`src/rtl/arm_mem_pkg.sv`:
```
// rtl/arm_mem_pkg.sv - shared load/store size encodings and load-tracker entry layout
package arm_mem_pkg;

   localparam int DATA_W = 32;

   localparam logic [1:0] SZ_BYTE = 2'b00;
   localparam logic [1:0] SZ_HALF = 2'b01;
   localparam logic [1:0] SZ_WORD = 2'b10;

   typedef struct packed {
      logic [1:0]        size;
      logic              sgn;
      logic [1:0]        addr_lo;
      logic              err;
      logic              done;
      logic [DATA_W-1:0] data;
   } load_entry_t;

   localparam int LOAD_ENTRY_W = $bits(load_entry_t);

endpackage

```
`src/rtl/mem_load_align_if.sv`:
```
// rtl/mem_load_align_if.sv - request, memory response and writeback signals of the load aligner
interface mem_load_align_if;

   logic        req_valid;
   logic        req_ready;
   logic [1:0]  req_addr_lo;
   logic [1:0]  req_size;
   logic        req_signed;
   logic        mem_rvalid;
   logic [31:0] mem_rdata;
   logic        wb_valid;
   logic        wb_ready;
   logic [31:0] wb_data;
   logic        wb_err;

   modport slave (
      input  req_valid, req_addr_lo, req_size, req_signed, mem_rvalid, mem_rdata, wb_ready,
      output req_ready, wb_valid, wb_data, wb_err
   );

   modport master (
      output req_valid, req_addr_lo, req_size, req_signed, mem_rvalid, mem_rdata, wb_ready,
      input  req_ready, wb_valid, wb_data, wb_err
   );

endinterface

```
`src/rtl/load_extend.sv`:
```
// rtl/load_extend.sv - little-endian lane extract, sign/zero extend and alignment check
module load_extend
   import arm_mem_pkg::*;
(
   input  logic [31:0] rdata_i,
   input  logic [1:0]  addr_lo_i,
   input  logic [1:0]  size_i,
   input  logic        signed_i,
   output logic [31:0] data_o,
   output logic        err_o
);

   logic [7:0]  lane_b;
   logic [15:0] lane_h;

   always_comb begin
      lane_b = rdata_i[{addr_lo_i, 3'b000} +: 8];
      lane_h = addr_lo_i[1] ? rdata_i[31:16] : rdata_i[15:0];
      err_o  = 1'b0;
      data_o = '0;
      case (size_i)
         SZ_BYTE: data_o = {{24{signed_i & lane_b[7]}}, lane_b};
         SZ_HALF: begin
            err_o  = addr_lo_i[0];
            data_o = {{16{signed_i & lane_h[15]}}, lane_h};
         end
         SZ_WORD: begin
            err_o  = (addr_lo_i != 2'b00);
            data_o = rdata_i;
         end
         default: err_o = 1'b1;
      endcase
      if (err_o) data_o = '0;
   end

endmodule

```
`src/rtl/mem_load_align.sv`:
```
// rtl/mem_load_align.sv - in-order load tracker pairing memory responses with requests
module mem_load_align
   import arm_mem_pkg::*;
#(
   parameter int OUTSTANDING = 2,
   parameter int DW          = 32
)(
   input  logic             clk,
   input  logic             rst_n,
   mem_load_align_if.slave  bus,
   output logic             proto_err
);

   localparam int PW = (OUTSTANDING > 1) ? $clog2(OUTSTANDING) : 1;
   localparam int CW = $clog2(OUTSTANDING + 1);

   load_entry_t     ent_q [OUTSTANDING];
   logic [PW-1:0]   alloc_q, alloc_d, fill_q, fill_d, head_q, head_d;
   logic [CW-1:0]   count_q, count_d, unfilled_q, unfilled_d;
   logic            proto_q, proto_d;
   logic            accept, fill, pop, stray;
   logic [DW-1:0]   ext_data;
   logic            ext_err;

   load_extend u_extend (
      .rdata_i   (bus.mem_rdata),
      .addr_lo_i (ent_q[fill_q].addr_lo),
      .size_i    (ent_q[fill_q].size),
      .signed_i  (ent_q[fill_q].sgn),
      .data_o    (ext_data),
      .err_o     (ext_err)
   );

   // Registered count only, so a same-cycle pop never feeds back into req_ready.
   assign bus.req_ready = (count_q != CW'(OUTSTANDING));
   assign bus.wb_valid  = ent_q[head_q].done;
   assign bus.wb_data   = bus.wb_valid ? ent_q[head_q].data : '0;
   assign bus.wb_err    = bus.wb_valid & ent_q[head_q].err;
   assign proto_err     = proto_q;

   always_comb begin
      accept     = bus.req_valid & bus.req_ready;
      fill       = bus.mem_rvalid & (unfilled_q != '0);
      stray      = bus.mem_rvalid & (unfilled_q == '0);
      pop        = bus.wb_valid & bus.wb_ready;
      alloc_d    = accept ? alloc_q + PW'(1) : alloc_q;
      fill_d     = fill   ? fill_q  + PW'(1) : fill_q;
      head_d     = pop    ? head_q  + PW'(1) : head_q;
      count_d    = count_q + CW'(accept) - CW'(pop);
      unfilled_d = unfilled_q + CW'(accept) - CW'(fill);
      proto_d    = proto_q | stray;
   end

   always_ff @(posedge clk or negedge rst_n) begin
      if (!rst_n) begin
         alloc_q    <= '0;
         fill_q     <= '0;
         head_q     <= '0;
         count_q    <= '0;
         unfilled_q <= '0;
         proto_q    <= 1'b0;
         for (int i = 0; i < OUTSTANDING; i++) ent_q[i] <= '0;
      end else begin
         alloc_q    <= alloc_d;
         fill_q     <= fill_d;
         head_q     <= head_d;
         count_q    <= count_d;
         unfilled_q <= unfilled_d;
         proto_q    <= proto_d;
         // Accept, fill and pop always address different entries, so their order here is free.
         if (pop) ent_q[head_q].done <= 1'b0;
         if (fill) begin
            ent_q[fill_q].data <= ext_data;
            ent_q[fill_q].err  <= ext_err;
            ent_q[fill_q].done <= 1'b1;
         end
         if (accept) begin
            ent_q[alloc_q].size    <= bus.req_size;
            ent_q[alloc_q].sgn     <= bus.req_signed;
            ent_q[alloc_q].addr_lo <= bus.req_addr_lo;
            ent_q[alloc_q].err     <= 1'b0;
            ent_q[alloc_q].done    <= 1'b0;
            ent_q[alloc_q].data    <= '0;
         end
      end
   end

endmodule

```
`src/flat_wrapper.sv`:
```
// flat-port wrapper written by rule: the top's interface ports become plain ports
module mem_load_align_flat import arm_mem_pkg::*;
#(
   parameter int OUTSTANDING = 2,
   parameter int DW          = 32
)
  (clk, rst_n, proto_err, bus_req_valid, bus_req_addr_lo, bus_req_size, bus_req_signed, bus_mem_rvalid, bus_mem_rdata, bus_wb_ready, bus_req_ready, bus_wb_valid, bus_wb_data, bus_wb_err);
  mem_load_align_if bus_i ();
  input  logic clk;
  input  logic rst_n;
  output logic proto_err;
  input wire logic [$bits(bus_i.req_valid)-1:0] bus_req_valid;
  input wire logic [$bits(bus_i.req_addr_lo)-1:0] bus_req_addr_lo;
  input wire logic [$bits(bus_i.req_size)-1:0] bus_req_size;
  input wire logic [$bits(bus_i.req_signed)-1:0] bus_req_signed;
  input wire logic [$bits(bus_i.mem_rvalid)-1:0] bus_mem_rvalid;
  input wire logic [$bits(bus_i.mem_rdata)-1:0] bus_mem_rdata;
  input wire logic [$bits(bus_i.wb_ready)-1:0] bus_wb_ready;
  output wire logic [$bits(bus_i.req_ready)-1:0] bus_req_ready;
  output wire logic [$bits(bus_i.wb_valid)-1:0] bus_wb_valid;
  output wire logic [$bits(bus_i.wb_data)-1:0] bus_wb_data;
  output wire logic [$bits(bus_i.wb_err)-1:0] bus_wb_err;
  assign bus_i.req_valid = bus_req_valid;
  assign bus_i.req_addr_lo = bus_req_addr_lo;
  assign bus_i.req_size = bus_req_size;
  assign bus_i.req_signed = bus_req_signed;
  assign bus_i.mem_rvalid = bus_mem_rvalid;
  assign bus_i.mem_rdata = bus_mem_rdata;
  assign bus_i.wb_ready = bus_wb_ready;
  assign bus_req_ready = bus_i.req_ready;
  assign bus_wb_valid = bus_i.wb_valid;
  assign bus_wb_data = bus_i.wb_data;
  assign bus_wb_err = bus_i.wb_err;
  mem_load_align #(.OUTSTANDING(OUTSTANDING), .DW(DW)) u_core (.clk(clk), .rst_n(rst_n), .bus(bus_i), .proto_err(proto_err));
endmodule
```
`config.mk`:
```
export PLATFORM = sky130hd
export DESIGN_NAME = mem_load_align_flat
export DESIGN_NICKNAME = d
export VERILOG_FILES = /design/src/rtl/arm_mem_pkg.sv /design/src/rtl/mem_load_align_if.sv /design/src/rtl/load_extend.sv /design/src/rtl/mem_load_align.sv /design/src/flat_wrapper.sv
export SDC_FILE = /design/constraint.sdc
export NUM_CORES = 1
export LEC_CHECK = 0
export CAP_MARGIN = 20
export CORE_MARGIN = 10
export CORE_UTILIZATION = 55
export DETAILED_ROUTE_END_ITERATION = 10
export GPL_ROUTABILITY_DRIVEN = 0
export PLACE_DENSITY_LB_ADDON = 0.05
export SLEW_MARGIN = 30
export SYNTH_ARGS = -nofsm -noshare
export SYNTH_HDL_FRONTEND = slang
export SYNTH_SLANG_ARGS = --single-unit
```
`constraint.sdc`:
```
create_clock -name clk -period 4.29 [get_ports clk]
set_input_delay 0.6435 -clock clk [delete_from_list [all_inputs] [get_ports clk]]
set_output_delay 0.6435 -clock clk [all_outputs]
set_load 0.01 [all_outputs]
```
==> results.md <==
- The run finished with clean final reports.
- In the synthesized netlist the async set-or-reset flop fraction comes to 100%.
- In this run the number of H-tree levels came out at 3.
- In the global route stage, overall resource usage came out at 21.0%.
- The area overhead of the layout relative to synthesis is 23.8%.
- Setup repair after global routing left no endpoint under its margin.
- The chip width is 110 um.
- The area of the core region is 7850 um2.
- The worst supply voltage drop on vdd is 0.000447 V.
- The post-synthesis area per instance is 10.7 um2.
- The fraction of the yosys area taken by sequential cells is 48.0%.
- The time the final worst path needs with I/O delays and setup is 3.09 ns.
- The power density over cell area is 751 nW/um2.
- The hold buffer count at cts is 0.
- The number of gates given a new drive strength after cts is 0.
- Clock-pin slew was measured on the worst setup and hold paths at 0.09 ns.
- The wire length of the first global-routing pass is 20000 um.
- Counting every sink on the clock net gives 86.
- At the pin with the least slew margin, the transition time is 0.974 ns.
- The synthesized design contains 86 register bits.
- The cell area after layout is 5550 um2.
- The number of pins with negative max-slew slack in the final report was 0.
- The post-route netlist has 9.37% of its cells at a drive strength greater than 1.
- Once the clock tree was built, the setup fixing pass inserted 0 buffers.
- At the later pin of the worst-skew pair, clock insertion delay measures 0.37 ns.
- Of the available clock period, the critical path in the final layout requires 72.0%.
- After detailed placement, the design holds a cell count of 577.
- The number of enable flip-flop cells after synthesis is 0.
- Synthesis produced 419 cells.
- The routed design has 12300 um of wire.
- Across the routed clock network, the largest skew measured is 0.0102 ns.
- Summed over all layers, the global routing overflow is 0.
- The count of buffers added on input and output ports is 77.
- The via total after detailed routing is 3700.
- After detailed routing, the number of remaining DRC violations is 0.
- The via count of the first global-routing pass is 3780.
- The most frequent standard cell in the layout excluding fill and tap cells is dfrtp_1.
- The total of fill cells in the finished design is 646.
- The CTS tree is yes.
- The count of antenna diodes in the layout is 0.
- The ratio of routed vias to standard cells is 6.24.
- The die is 110 um tall.
- The class of the most critical hold timing path is in2async.
- The worst flop-to-flop path startpoint is u_core.fill_q.
- The startpoint-to-endpoint class of the critical path is reg2reg.
- The top-level port count is 78.
- The number of buffers between clock root and the deepest sink is 2.
- In this run the critical register-to-register path is captured at u_core.ent_q[13].
- Derived from the worst setup path, the maximum achievable clock frequency is 0.324 GHz.
- Once placement finished, the instance area stood at 5350 um2.
- STA puts the critical path data required time at 4.53 ns.
- After synthesis the cells add up to 4490 um2.
- The first routing iteration left 236 violations.
- The worst endpoint data arrival time is 3.33 ns.
- The count of warnings emitted by yosys is 0.
- The number of cells on the worst reg-to-reg path is 5.
- The floorplan has 32 rows.
- The number of hold violations in the final report is 0.
- The non-filler instance count after layout is 593.
- The library cells used most frequently in the layout, excluding fill and tap cells, are dfrtp_1 (85), clkdlybuf4s50_1 (76), nor2_1 (45).
- In this run the worst path has a maximum fanout of 19.
- Across the run, the number of max-cap violations was 0.
- The maximum number of pins on one net before global-route repair is 87.
- The number of distinct standard cells referenced by the synthesized netlist is 46.
- Setup total negative slack on the finished layout was measured at 0 ns.
- The total power after layout is 4.17 mW.
- The final layout contains 532 nets.
- Detailed placement finished with a half-perimeter wire length of 8630 um.
- The overall die area is 12200 um2.
- The worst setup path is captured at a register.
- The reg2reg setup slack is 1.20 ns.
- The post-synthesis net count is 465.
- The initial utilization of the core area, before any placement, comes to 57.2%.
- The footprint of the flip-flops and latches is 2150 um2.
- For this design the static power due to leakage is 2.54 nW.
- Among all flip-flop cells after synthesis, the most frequent one is dfrtp_1.
- The headroom to the max-slew limit is 34.9%.
- In this run, CTS created clock tree buffers numbering 9.
- The worst setup path is launched from a register.
- The count of TritonRoute iterations in the first routing pass is 5.
- Clock tree synthesis selected as its root buffer the cell clkbuf_8.
- Setup violations remaining at the end of the flow were counted as 0.
- Across all hold checks on the routed design, the worst slack comes to 0.324 ns.
- In the final layout, the multi-input gates occupy 2210 um2.
- After detailed routing, the average wire length per cell comes to 20.8 um.
- The remaining number of nets flagged by the antenna check after routing is 0.
- The number of antenna violations at the first check in global routing is 0.
==> layout make-up <==
| class | instances | share of cell area (%) |
|---|---|---|
| Clock buffer | 10 | 2.48 |
| Clock inverter | 6 | 1.24 |
| Inverter | 9 | 0.608 |
| Multi-Input combinational cell | 297 | 39.7 |
| Sequential cell | 86 | 38.8 |
| Tap cell | 102 | 2.30 |
| Timing Repair Buffer | 83 | 14.8 |
==> kinds of logic after synthesis <==
kind of cell | share of synthesized area (%)
simple gates | 12.8
compound gates | 19.4
flops | 48.0
mux | 14.3
buf+inv | 3.40
xor+xnor | 0.976
fa+ha+maj | 1.12
==> synth_stat cells (all sizes together), types with 2 or more instances <==
cell type  count  area, um2
a211o          2       17.5
a21o           2       15.0
a21oi          9       45.0
a221o         37        370
a221oi         7       61.3
a22o          14        123
a311o          2       21.3
and2          17        106
and3           2       12.5
buf            5       36.3
clkbuf        22       82.6
dfrtp         86       2150
ha             4       50.1
inv            9       33.8
mux2          12        135
mux2i         46        485
nand2         43        161
nand2b         2       12.5
nor2          47        176
nor3           5       51.3
nor3b          2       20.0
o21ai         24        120
o2bb2ai        2       17.5
or2            2       12.5
xnor2          4       35.0
==> flip-flops by register name (all words and copies together) (netlist names) <==
signal and count:
u_core.fill_q 1, u_core.unfilled_q 2, u_core.ent_q 78, u_core.count_q 2, u_core.alloc_q 1, u_core.proto_err 1
u_core.head_q 1
==> worst max-delay path, cell delays in order (launching register included) <==
cell      delay [ns]
dfrtp_1         0.71
mux2i_4         0.80
mux4_2          0.65
nor3b_2         0.23
a221oi_1        0.41
o21ai_1         0.14
==> worst max-delay path by stage <==
stage                     cells past startpoint            from  slack, ns                to
after floorplan                               6   u_core.fill_q       2.07  u_core.ent_q[22]
after global placement                        6  bus_mem_rvalid       1.34  u_core.ent_q[59]
after detailed placement                      6  bus_mem_rvalid       1.24  u_core.ent_q[63]
after CTS                                     5   u_core.fill_q       1.23  u_core.ent_q[13]
after global routing                          5   u_core.fill_q       1.03  u_core.ent_q[52]
final                                         5   u_core.fill_q       1.20  u_core.ent_q[13]
==> report_power, final <==
part | total [mW] | switching [mW] | internal, mW
registers | 1.40 | 0.252 | 1.15
logic | 2.17 | 1.21 | 0.953
clock network | 0.606 | 0.316 | 0.289
==> per-layer routing <==
layer,vias to the layer above,track usage (%),wire [um]
met1,1839,28.5,5370
met4,0,7.16,249
met2,153,31.9,5710
met5,-,0,0
li1,1686,-,-
met3,22,5.40,990
==> per-stage QoR <==
stage	worst slack (ns)	util [%]
2_1_floorplan	2.07	-
6_report	1.20	70.8
3_5_place_dp	1.24	68.1
4_1_cts	1.23	70.7
5_1_grt	1.03	70.8
3_3_place_gp	1.34	67.9
No activity file was read; power rests on OpenSTA's default activity.
